==> src/rtl/lut_settle_eval.sv <==
// N-input truth-table evaluator: output is published only after the input vector
// has been stable for SETTLE cycles; the table can be reloaded serially at runtime.
module lut_settle_eval #(
    parameter int                      N_IN     = 3,
    parameter logic [(1<<N_IN)-1:0]    TT_RESET = 8'hDF,
    parameter int                      SETTLE   = 2
) (
    input  logic            clk,
    input  logic            reset,
    input  logic [N_IN-1:0] in,
    output logic            out,
    output logic            out_valid,
    input  logic            ld_start,
    input  logic            ld_en,
    input  logic            ld_bit,
    output logic            ld_busy,
    output logic            ld_done
);

    localparam int              TT_W        = 1 << N_IN;
    localparam logic [N_IN:0]   LAST_IDX    = (N_IN + 1)'(TT_W - 1);
    localparam logic [N_IN:0]   BIT_ONE     = (N_IN + 1)'(1);
    localparam logic [7:0]      SETTLE_CNT  = 8'(SETTLE);
    localparam logic [7:0]      SETTLE_LAST = 8'(SETTLE - 1);

    typedef enum logic {
        RUN,
        LOAD
    } state_t;

    state_t            state;
    state_t            state_next;
    logic [TT_W-1:0]   tt;
    logic [TT_W-1:0]   shadow;
    logic [TT_W-1:0]   shadow_merged;
    logic [N_IN-1:0]   in_q;
    logic [7:0]        cnt;
    logic [N_IN:0]     bit_cnt;
    logic              accept;
    logic              commit;
    logic              restart;

    // The final bit is merged combinationally so the table commits on the edge
    // that accepts it, without waiting a cycle for shadow to catch up.
    always_comb begin
        state_next    = state;
        accept        = 1'b0;
        commit        = 1'b0;
        restart       = 1'b0;
        shadow_merged = shadow;
        shadow_merged[bit_cnt[N_IN-1:0]] = ld_bit;
        case (state)
            RUN: begin
                if (ld_start) begin
                    state_next = LOAD;
                    restart    = 1'b1;
                end
            end
            LOAD: begin
                if (ld_start) begin
                    restart = 1'b1;
                end else if (ld_en) begin
                    accept = 1'b1;
                    if (bit_cnt == LAST_IDX) begin
                        commit     = 1'b1;
                        state_next = RUN;
                    end
                end
            end
            default: state_next = RUN;
        endcase
    end

    always_ff @(posedge clk or posedge reset) begin
        if (reset) begin
            state <= RUN;
        end else begin
            state <= state_next;
        end
    end

    always_ff @(posedge clk or posedge reset) begin
        if (reset) begin
            tt      <= TT_RESET;
            shadow  <= '0;
            bit_cnt <= '0;
            ld_done <= 1'b0;
        end else begin
            ld_done <= commit;
            if (restart) begin
                bit_cnt <= '0;
            end else if (accept) begin
                shadow[bit_cnt[N_IN-1:0]] <= ld_bit;
                bit_cnt                   <= bit_cnt + BIT_ONE;
            end
            if (commit) begin
                tt <= shadow_merged;
            end
        end
    end

    // An input change takes priority over a commit; both restart the settle count.
    always_ff @(posedge clk or posedge reset) begin
        if (reset) begin
            in_q      <= '0;
            cnt       <= '0;
            out       <= 1'b0;
            out_valid <= 1'b0;
        end else begin
            if (in != in_q) begin
                in_q      <= in;
                cnt       <= '0;
                out_valid <= 1'b0;
            end else if (commit) begin
                cnt       <= '0;
                out_valid <= 1'b0;
            end else if (cnt < SETTLE_CNT) begin
                cnt <= cnt + 8'd1;
                if (cnt == SETTLE_LAST) begin
                    out       <= tt[in_q];
                    out_valid <= 1'b1;
                end
            end
        end
    end

    assign ld_busy = (state == LOAD);

endmodule

==> config.mk <==
export PLATFORM = sky130hd
export DESIGN_NAME = lut_settle_eval
export DESIGN_NICKNAME = d
export VERILOG_FILES = /design/src/rtl/lut_settle_eval.sv
export SDC_FILE = /design/constraint.sdc
export NUM_CORES = 1
export LEC_CHECK = 0
export ABC_CLOCK_PERIOD_IN_PS = 5200
export BUFFER_PORTS_ARGS = -buffer_cell sky130_fd_sc_hd__buf_2
export CORE_MARGIN = 2
export CORE_UTILIZATION = 25
export DETAILED_ROUTE_END_ITERATION = 10
export SYNTH_ARGS = -nofsm -noshare
export SYNTH_HDL_FRONTEND = slang
export SYNTH_SLANG_ARGS = --single-unit
==> constraint.sdc <==
create_clock -name clk -period 5.2 [get_ports clk]
set_input_delay 0.26 -clock clk [delete_from_list [all_inputs] [get_ports clk]]
set_output_delay 0.26 -clock clk [all_outputs]
set_load 0.05 [all_outputs]
==> Word level (Yosys, flattened, before mapping) <==
Index checks and enable logic that the tools add are counted.
{ "totals": {"regBits": 35, "in_bits": 8, "out_inout_bits": 4, "wordCells": 55} }
{ "classes": {"n_addsub": 2, "n_lt_le_gt_ge": 4, "n_eq_ne": 3, "muxes": 26, "n_bitwise": 4, "n_reduce_logical": 7} }
{ "ops": {"columns": ["cell", "count"], "rows": [
  ["8-bit 2-to-1 mux", 3],
  ["1-bit 2-to-1 mux", 17],
  ["8-bit by 1-bit adder with 8-bit output (second input constant)", 1],
  ["8-bit bitwise mux", 1],
  ["8-bit by 1-bit equality test with 1-bit output (second input constant)", 1],
  ["3-bit by 4-bit < comparator with 1-bit output (second input constant)", 2],
  ["8-bit by 2-bit < comparator with 1-bit output (second input constant)", 1],
  ["4-bit 2-to-1 mux", 2],
  ["3-bit nonzero test", 2],
  ["4-bit by 1-bit adder with 4-bit output (second input constant)", 1],
  ["4-bit by 3-bit equality test with 1-bit output (second input constant)", 1],
  ["1-bit inverter", 4],
  ["2-bit AND reduction", 2],
  ["4-bit AND reduction", 1],
  ["1-bit binary-select mux with 3-bit select", 1],
  ["1-bit demux with 3-bit select", 1],
  ["3-bit by 1-bit >= comparator with 1-bit output (second input constant)", 1],
  ["3-bit inequality test", 1],
  ["1-bit one-hot mux with 2 select lines", 1],
  ["2-bit nonzero test", 1],
  ["1-bit logical AND", 1]
]} }

==> Logic depth before layout (Yosys ltp) <==
Gate-level depths: netlist (run 1).
{ "logic_depth": {"depth_word": 7, "ltp_mapped": 6, "ltp_nobuf": 5} }

==> Worst setup path after synthesis (run 1) <==
No wires, ideal clock.
{ "synth_timing": {"path_kind": "register to register", "start": "register state, in the netlist ld_busy", "end": "register out", "setup_time_ns": 0.125, "t_arrival_ns": 1.735, "required_ns": 5.075, "slack_ns": 3.340, "path_stages_with_launch": 5, "n_path_buf": 0, "cell_sequence": "dfrtp_1 > and3b_4 > a2111oi_4 > nand3_2 > mux2_4"} }
{ "synth_via": {"elab_chain_len": 3} }
{ "synth_lines": {"columns": ["element", "line", "rtl"], "rows": [
  ["start, declared", "31", "state_t state;"],
  ["start signal, assigned", "78", "state <= state_next;"],
  ["1-bit 2-to-1 mux", "52", "case (state)"],
  ["1-bit inverter (no line)", null, null],
  ["4-bit AND reduction (no line)", null, null],
  ["end signal, assigned", "120", "out <= tt[in_q];"],
  ["end, declared", "11", "output logic out,"]
]} }
No other way between the ends.
A chain may end at the register's enable or synchronous reset.

==> Worst setup path after layout (run 1) <==
{ "layout_timing": {"start": "register bit_cnt[1]", "end": "register out"} }
{ "layout_via": {"elab_chain_len": 7} }
{ "layout_lines": {"columns": ["element", "line", "rtl"], "rows": [
  ["start, declared", "38", "logic [N_IN:0] bit_cnt;"],
  ["start signal, assigned", "94", "bit_cnt <= bit_cnt + BIT_ONE;"],
  ["4-bit by 3-bit equality test with 1-bit output", "64", "if (bit_cnt == LAST_IDX) begin"],
  ["1-bit 2-to-1 mux", "64", null],
  ["1-bit 2-to-1 mux", "62", "end else if (ld_en) begin"],
  ["1-bit 2-to-1 mux", "60", "if (ld_start) begin"],
  ["1-bit 2-to-1 mux", "52", null],
  ["1-bit inverter (no line)", null, null],
  ["4-bit AND reduction (no line)", null, null]
]} }
No other way between the ends.

==> key figures, run 1 <==
Run status
  • Status: complete, no violations

Synth
  • Post-Syn Instances: 144
  • Synthesized area: 1660 sq um
  • Synth Warn #: 0
  • Post-synth EDFFs: 0
  • #FFs+latches synth: 35
  • Register area share after synthesis: 53.3%
  • Post-synth ARST share: 100%
  • Yosys cell types: 32
  • Net Count, Synth: 155
  • Top FF cell, synth: dfrtp_1
  • Mean post-synth cell area: between 10 and 15 sq um

Placement
  • Placement Setup Slack: 3.07 ns
  • Post-DP HPWL: 1.97 mm
  • Inst Count DP: 225
  • Input/output buffers: 11
  • Post-DP Area: 1780 sq um
  • GPL Wtd Cong: about 0.75

Final layout
  • Share of post-route cells with drive strength above 1: between 20% and 30%
  • Fillers: about 670
  • Final Non-Filler Cells: 233
  • Multi-input gate area: 726 sq um
  • Storage element area: slightly below 900 sq um
  • Fin area: 1860 sq um
  • Antenna diodes: 0
  • Area Growth Syn to Fin: 12.4%
  • Nets: ~170
  • Util after Layout: between 20% and 30%

STA
  • Final Hold Viols: 0
  • Setup TNS: 0 ns
  • RSZ-0062 raised after global routing: false
  • Clock Skew: 0.00474 ns
  • Tcrit/Tclk final: 40.9%
  • Final WS setup: 3.07 ns
  • Fmax: between 0.4 and 0.5 GHz
  • Worst slew pin tran: between 0.5 and 0.6 ns
  • Final Setup Violations: 0
  • Minimum clock period after layout: 2.13 ns
  • Worst Hold Slack: roughly 0.07 ns
  • Max transition margin: between 60% and 70%
  • Slew Limit Fails: 0

CTS
  • Post-CTS setup buffers: 0
  • Largest buffer count on any clock path: 2
  • CTS clk-pin slew, worst paths: 0.07 ns
  • Clk Latency, worst-skew pair: ~0.29 ns
  • Num Clock Sinks: 35
  • Cts repair resizes: 0
  • CTS buffer count: 5
  • CTS root buffer: clkbuf_8
  • Hold-fix buffers, CTS: 0
  • CTS tree: done
  • H-tree depth: 2

Floorplanning
  • Core ar.: 6390 sq um
  • I/O Pins: 12
  • Placement row count: 29
  • Die H: 85.5 um
  • Die X: 85.5 um
  • Die area: about 7300 sq um
  • Initial Util: roughly a quarter

Job
  • Max-capacitance violation count: 0

Power and ir drop
  • VDD IR max: 0.000129 V
  • Tot Pwr: 548 uW
  • P_leak: ~0.84 nW
  • PD cells: 294 nW/um^2

Setup path
  • WP data arrival: 2.30 ns
  • CP Max Fanout: 14
  • Startpoint types: flip-flop
  • Worst Path Required: 5.37 ns
  • Crit Path Class: flip-flop to flip-flop
  • Critical Path End Type: flip-flop

Global routing
  • Total GRT Usage: 8.76%
  • Largest net degree at the start of global routing: 36
  • Overflow after GRT: 0
  • Antenna violations before repair: 0
  • Vias in the first global route: 1031
  • First-pass GRT wire length: between 4 and 5 mm

Routing
  • Residual DRC: 0
  • TritonRoute pass-1 iters: 4
  • Final antenna-violating net count: 0
  • Detailed router's first-iteration violation count: 28
  • Routed wire length: 2.79 mm
  • Vias: about 1000
  • Via/cell ratio: 4.27
  • Drt wl/cell: 12.0 um

Min path
  • HP Class: input pin to asynchronous set/reset pin
path summary, 6_finish.rpt:
check	from	to	slack [ns]	cells past startpoint
max in group asynchronous	reset	tt[3]$_DFFE_PP1P_	4.79	3
worst min-delay path	reset	shadow[4]$_DFFE_PP0P_	0.07	3
min in group clk	in[0]	in_q[0]$_DFFE_PP0N_	0.10	1
worst max register to register	bit_cnt[1]$_DFFE_PP0P_	out$_DFFE_PP0P_	3.07	5
worst min register to register	cnt[7]$_DFFE_PP0P_	cnt[7]$_DFFE_PP0P_	0.48	1
worst max-delay path	bit_cnt[1]$_DFFE_PP0P_	out$_DFFE_PP0P_	3.07	5
metal layers:
metal,global-route usage (%),vias up,wire length [um]
li1,-,504,-
met1,11.5,471,1380
met2,12.9,16,1260
met3,3.60,4,126
met4,3.46,0,31
met5,0,-,0
cell usage after synthesis, types with 2 or more instances:
cell type | instances | share of area (%)
dfrtp_1 | 28 | 42
nand2_1 | 20 | 4.5
o21ai_0 | 10 | 3.0
nor2_1 | 9 | 2.0
mux2i_1 | 8 | 4.8
dfstp_2 | 7 | 11
mux2_2 | 7 | 4.8
and2_1 | 6 | 2.3
clkbuf_1 | 6 | 1.4
xor2_1 | 6 | 3.2
ha_1 | 3 | 2.3
inv_1 | 3 | 0.68
nand3_1 | 3 | 0.90
nand3b_1 | 3 | 1.4
nor2b_1 | 3 | 1.1
a21oi_1 | 2 | 0.60
and3b_4 | 2 | 1.5
mux4_2 | 2 | 2.7
nand2b_1 | 2 | 0.75
nor3_1 | 2 | 0.60
final cells by class:
class                      instances  share of cell area (%)
timing repair buffer              12                    3.36
clock buffer                       5                    3.69
sequential                        35                    47.4
tap                               77                    5.17
clock inverter                     3                   0.805
inverter                           3                   0.604
multi-input combinational         98                    38.9
cell usage in the layout (no fill, tap or decap):
cell       Yosys  layout
a21oi_1        2       2
and3b_4        2       2
nor3b_1        1       1
a21boi_1       1       1
nor2_1         9       9
nand3b_1       3       3
inv_1          3       3
clkinv_2       0       3
nor4_4         1       1
mux2i_1        8       8
dfstp_2        7       7
buf_4          0       1
mux2_4         1       1
nand2b_1       2       2
nand3_2        1       1
mux2_2         7       7
a21o_1         1       1
nor3_1         2       2
mux4_2         2       2
a2111oi_4      1       1
nand2_1       20      20
and2_1         6       6
buf_2          0      11
ha_1           3       3
nand4b_1       1       1
nor2b_1        3       3
or4_1          1       1
xnor2_1        1       1
dfrtp_1       28      28
nand3_1        3       3
o21ai_0       10      10
clkbuf_8       0       5
xor2_1         6       6
power by group:
part | leakage, nW | total, mW | switching [mW] | internal, mW
clock network | 0.0477 | 0.189 | 0.0974 | 0.0916
logic | 0.350 | 0.0572 | 0.0298 | 0.0274
registers | 0.443 | 0.302 | 0.0136 | 0.289
total | 0.841 | 0.548 | 0.141 | 0.408
registers in the layout, summed over array words and instances, names as in the netlist:
name       count
out            1
bit_cnt        4
shadow         8
out_valid      1
tt             8
in_q           3
ld_done        1
cnt            8
ld_busy        1
kinds of logic after synthesis:
| group | share of synthesized area [%] |
|---|---|
| flip-flops | 53.3 |
| AND/OR/NAND/NOR | 18.4 |
| multiplexers | 13.2 |
| XOR/XNOR | 3.70 |
| AO/OA/AOI/OAI | 6.18 |
| adder cells (fa/ha/maj) | 2.26 |
| buffers and inverters | 2.94 |
critical path: stages (launching register included):
cell and delay [ns]:
dfrtp_1 0.52, ha_1 0.27, and3b_4 0.21, a2111oi_4 0.55, nand3_2 0.14, mux2_4 0.31
Note: power is estimated with default switching activity, not from simulation.
==> inputs of run 2 (changes only) <==
--- a/config.mk
+++ b/config.mk
@@ -5,7 +5,7 @@
 export SDC_FILE = /design/constraint.sdc
 export NUM_CORES = 1
 export LEC_CHECK = 0
-export ABC_CLOCK_PERIOD_IN_PS = 5200
+export ABC_CLOCK_PERIOD_IN_PS = 1800
 export BUFFER_PORTS_ARGS = -buffer_cell sky130_fd_sc_hd__buf_2
 export CORE_MARGIN = 2
 export CORE_UTILIZATION = 25
==> constraint.sdc (replaced) <==
create_clock -name clk -period 1.8 [get_ports clk]
set_input_delay 0.09 -clock clk [delete_from_list [all_inputs] [get_ports clk]]
set_output_delay 0.09 -clock clk [all_outputs]
set_load 0.05 [all_outputs]
==> key figures, run 2 (synthesized netlist as in run 1, its figures left out) <==
Power and ir drop
  • Tot Pwr: between 1.5 and 2 mW
  • P_leak: 0.886 nW
  • PD cells: 853 nW/um^2
  • VDD IR max: 0.000434 V

Final layout
  • Fillers: 671
  • Fin area: 1960 sq um
  • Area Growth Syn to Fin: 18.1%
  • Most common cell after layout, fill and taps aside: dfrtp_1
  • Largest registers: cnt: 8 flops, shadow: 8 flops, tt: 8 flops
  • Share of post-route cells with drive strength above 1: ~28%
  • Util after Layout: 30.7%
  • Final Non-Filler Cells: ~240
  • Antenna diodes: 0
  • Nets: 175
  • Commonest non-fill, non-tap cells in the layout: dfrtp_1, nand2_1, buf_2, o21ai_0, nor2_1

Global routing
  • Largest net degree at the start of global routing: 36
  • Global-route met2 utilization: ~14%
  • Antenna violations before repair: 0
  • Overflow after GRT: 0
  • Vias in the first global route: about 1.1k
  • Total GRT Usage: 9.07%
  • First-pass GRT wire length: 5.09 mm
  • Met3 Track Usage GR: 3.02%
  • GRT Max-Usage Layer: met2
  • Grt met1 use: 11.3%

Routing
  • TritonRoute pass-1 iters: 4
  • Routed wire length: 2.96 mm
  • Vias: 1063
  • Residual DRC: 0
  • Drt wl/cell: 12.2 um
  • Final antenna-violating net count: 0
  • Detailed router's first-iteration violation count: 35
  • Via/cell ratio: about 4.4

Setup path
  • Worst Path Required: 1.96 ns
  • Crit Path Class: flip-flop to flip-flop
  • Startpoint types: flip-flop
  • Crit-path cells: ha_1 -> and3b_4 -> a2111oi_4 -> nand3_2 -> mux2_4
  • WP data arrival: between 1.5 and 2 ns
  • CP top delay family: flip-flops
  • CP Max Fanout: 3
  • CP max stage delay: 0.39 ns
  • Cell at the slowest stage of the critical path: dfrtp_1
  • Critical Path End Type: flip-flop
  • Bufs and invs on worst path: 0

Run status
  • Status: complete, no violations

STA
  • Slew Limit Fails: 0
  • Final Hold Viols: 0
  • Setup TNS: 0 ns
  • Worst Hold Slack: 0.0577 ns
  • Final WS setup: 0.109 ns
  • Fmax: 0.591 GHz
  • Worst slew pin tran: between 0.4 and 0.5 ns
  • Tcrit/Tclk final: 93.9%
  • Final Setup Violations: 0
  • Minimum clock period after layout: between 1.5 and 2 ns
  • RSZ-0062 raised after global routing: false
  • Clock Skew: 0.00790 ns
  • Max transition margin: 70.1%

Floorplanning
  • Die X: 85.5 um
  • Die H: around 85 um
  • Initial Util: 26.0%
  • Core ar.: ~6400 sq um
  • I/O Pins: 12
  • Die area: between 7000 and 8000 sq um
  • Placement row count: 29

Placement
  • Input/output buffers: 11
  • GPL Wtd Cong: about 0.73
  • Inst Count DP: 230
  • Post-DP HPWL: 2.12 mm
  • Post-DP Area: 1820 sq um
  • Placement Setup Slack: around 0.12 ns

CTS
  • CTS tree: done
  • CTS clk-pin slew, worst paths: 0.07 ns
  • Cts repair resizes: 0
  • CTS buffer count: 5
  • Num Clock Sinks: 35
  • Clk Latency, worst-skew pair: between 0.2 and 0.3 ns
  • Largest buffer count on any clock path: 2
  • H-tree depth: 2
  • CTS root buffer: clkbuf_8

Min path
  • HP Class: input pin to flip-flop

Job
  • Max-capacitance violation count: 0
[run 2: what timing repair did]
item,CTS,global route
buffers inserted,0,0
hold buffers,4,0
hold endpoints to repair,31,0
[run 2: power breakdown]
| part | switching [mW] | internal, mW | leakage [nW] | total (mW) |
|---|---|---|---|---|
| Sequential | 0.0254 | 0.834 | 0.442 | 0.860 |
| Combinational | 0.104 | 0.0943 | 0.392 | 0.199 |
| Clock | 0.265 | 0.349 | 0.0515 | 0.614 |
| Total | 0.395 | 1.28 | 0.886 | 1.67 |
[run 2: worst paths after layout]
path                            slack, ns                endpoint                    from  depth (start not counted)
worst min-delay path                 0.06  bit_cnt[3]$_DFFE_PP0P_                ld_start                          2
worst min register to register       0.48      cnt[3]$_DFFE_PP0P_      cnt[3]$_DFFE_PP0P_                          1
worst max register to register       0.11         out$_DFFE_PP0P_  bit_cnt[0]$_DFFE_PP0P_                          5
worst max-delay path                 0.11         out$_DFFE_PP0P_  bit_cnt[0]$_DFFE_PP0P_                          5
min in group asynchronous            0.45  bit_cnt[3]$_DFFE_PP0P_                   reset                          4
max in group asynchronous            0.99       tt[1]$_DFFE_PP1P_                   reset                          4
[run 2: worst register-to-register path, stage by stage, from the launching register on]
cell	delay [ns]
dfrtp_1	0.39
ha_1	0.21
and3b_4	0.21
a2111oi_4	0.33
nand3_2	0.13
mux2_4	0.31
[run 2: layer usage]
layer  wire length, um  part of all wire [%]  up-vias
li1                  -                     -      526
met1              1400                    47      519
met2              1440                    49       16
met3                90                   3.0        2
met4                33                   1.1        0
met5                 0                     0        -
[run 2: layout make-up]
class / instances / area (sq um) / area share [%]
clock buffer: 8 / 100 / 5.11
inverter: 3 / 11.3 / 0.575
multi-input combinational: 98 / 726 / 37.0
sequential: 35 / 886 / 45.2
tap: 77 / 96.3 / 4.92
timing repair buffer: 21 / 140 / 7.15
==> inputs of run 3 (changes only) <==
==> constraint.sdc (replaced) <==
create_clock -name clk -period 1.8 [get_ports clk]
set_input_delay 0 -clock clk [delete_from_list [all_inputs] [get_ports clk]]
set_output_delay 0 -clock clk [all_outputs]
set_load 0.05 [all_outputs]
==> key figures, run 3 (synthesized netlist as in run 1, its figures left out) <==
Run status
  • Status: complete, no violations

STA
  • Clock Skew: 0.00790 ns
  • Tcrit/Tclk final: 93.9%
  • Final Setup Violations: 0
  • Final WS setup: 0.109 ns
  • Setup TNS: 0 ns
  • Final Hold Viols: 0
  • Minimum clock period after layout: 1.69 ns
  • Fmax: just under 0.6 GHz
  • RSZ-0062 raised after global routing: false
  • Slew Limit Fails: 0
  • Worst slew pin tran: 0.448 ns
  • Max transition margin: 70.1%

Routing
  • Drt wl/cell: 12.2 um
  • Met2 WL: 1.44 mm
  • Detailed router's first-iteration violation count: 37
  • Max Used Layer: met4
  • Vias: 1067
  • TritonRoute pass-1 iters: 4
  • Metal3 WL: 90 um
  • Residual DRC: 0
  • Routed wire length: 2.96 mm
  • Final antenna-violating net count: 0
  • Via/cell ratio: 4.39
  • Metal-1 WL: between 1 and 1.5 mm

Floorplanning
  • Initial Util: 26.0%
  • Core ar.: between 6000 and 7000 sq um
  • Die X: 85.5 um
  • I/O Pins: 12
  • Die H: 85.5 um
  • Placement row count: 29
  • Die area: 7300 sq um

Power and ir drop
  • Comb pwr share: 12.0%
  • PD cells: 850 nW/um^2
  • Sequential share of power: 51.4%
  • VDD IR max: 0.000434 V
  • Switching Fraction: 23.6%
  • Clock Power Share: a little under two fifths
  • P_leak: 0.890 nW
  • Sw power: between 300 and 400 uW
  • Internal power: between 1 and 1.5 mW

Final layout
  • Util after Layout: between 30% and 40%
  • Largest registers: cnt: 8 flops, shadow: 8 flops, tt: 8 flops
  • Final Non-Filler Cells: 243
  • Commonest non-fill, non-tap cells in the layout: dfrtp_1, nand2_1, buf_2, o21ai_0, nor2_1
  • Fillers: ~670
  • Area Growth Syn to Fin: 18.7%
  • Most common cell after layout, fill and taps aside: dfrtp_1
  • Fin area: about 2000 sq um
  • Antenna diodes: 0
  • Nets: 176
  • Share of post-route cells with drive strength above 1: 28.3%

Placement
  • Post-DP Area: 1820 sq um
  • Post-DP HPWL: 2.12 mm
  • GPL Wtd Cong: 0.727
  • Input/output buffers: 11
  • Placement Setup Slack: 0.122 ns
  • Inst Count DP: 230

CTS
  • CTS tree: done
  • Largest buffer count on any clock path: 2
  • CTS clk-pin slew, worst paths: 0.07 ns
  • Clk Latency, worst-skew pair: 0.28 ns
  • CTS buffer count: 5
  • CTS root buffer: clkbuf_8
  • Cts repair resizes: 0
  • Num Clock Sinks: 35
  • H-tree depth: 2

Setup path
  • Reg-to-reg slack, setup: between 0.1 and 0.15 ns
  • WP data arrival: between 1.5 and 2 ns
  • Worst Path Required: a little under 2 ns
  • Startpoint types: flip-flop
  • Critical Path End Type: flip-flop
  • Crit Path Class: flip-flop to flip-flop
  • CP Max Fanout: 3

Global routing
  • Overflow after GRT: 0
  • Antenna violations before repair: 0
  • Largest net degree at the start of global routing: 36
  • Vias in the first global route: 1077
  • Total GRT Usage: 9.11%
  • First-pass GRT wire length: 5.11 mm

Min path
  • HP Class: input pin to flip-flop

Job
  • Max-capacitance violation count: 0
## run 3: repair_timing
item,CTS,global route
setup endpoints to repair,0,0
endpoints found under the hold margin,35,0
buffers inserted,0,0
hold buffers,5,0
## run 3: cell type report
class / instances / area [sq um] / area share [%]
Clock buffer: 8 / 100 / 5.08
Inverter: 3 / 11.3 / 0.572
Multi-Input combinational cell: 98 / 726 / 36.8
Sequential cell: 35 / 886 / 45.0
Tap cell: 77 / 96.3 / 4.89
Timing Repair Buffer: 22 / 150 / 7.62
## run 3: per-layer routing
metal / vias up / GRT usage (%)
li1: 528 / -
met1: 521 / 11.4
met2: 16 / 14.3
met3: 2 / 3.02
met4: 0 / 4.18
met5: - / 0
## run 3: worst paths after layout
check	startpoint	end	cells past startpoint
min in group asynchronous	reset	bit_cnt[3]$_DFFE_PP0P_	4
worst min register to register	cnt[3]$_DFFE_PP0P_	cnt[3]$_DFFE_PP0P_	1
worst max-delay path	bit_cnt[0]$_DFFE_PP0P_	out$_DFFE_PP0P_	5
worst max register to register	bit_cnt[0]$_DFFE_PP0P_	out$_DFFE_PP0P_	5
worst min-delay path	ld_en	ld_busy$_DFF_PP0_	3
max in group asynchronous	reset	tt[1]$_DFFE_PP1P_	4
## run 3: worst max-delay path: stages, from the launching register on
cell and delay [ns]:
dfrtp_1 0.39, ha_1 0.21, and3b_4 0.21, a2111oi_4 0.33, nand3_2 0.13, mux2_4 0.31
## run 3: power by group through the flow
stage | Sequential [mW] | Combinational, mW | Clock (mW)
after floorplan | 0.871 | 0.139 | 0
after global placement | 0.872 | 0.195 | 0
after detailed placement | 0.874 | 0.198 | 0
after CTS | 0.860 | 0.207 | 0.639
after global routing | 0.864 | 0.228 | 0.672
final | 0.860 | 0.200 | 0.614
## run 3: metrics by stage
step | hold WS, ns | power (mW)
finish | 0.0496 | 1.67
global route | 0.0714 | 1.76
CTS | 0.0433 | 1.71
detailed placement | 0.131 | 1.07
global placement | 0.133 | 1.07
floorplan | 0.0663 | 1.01
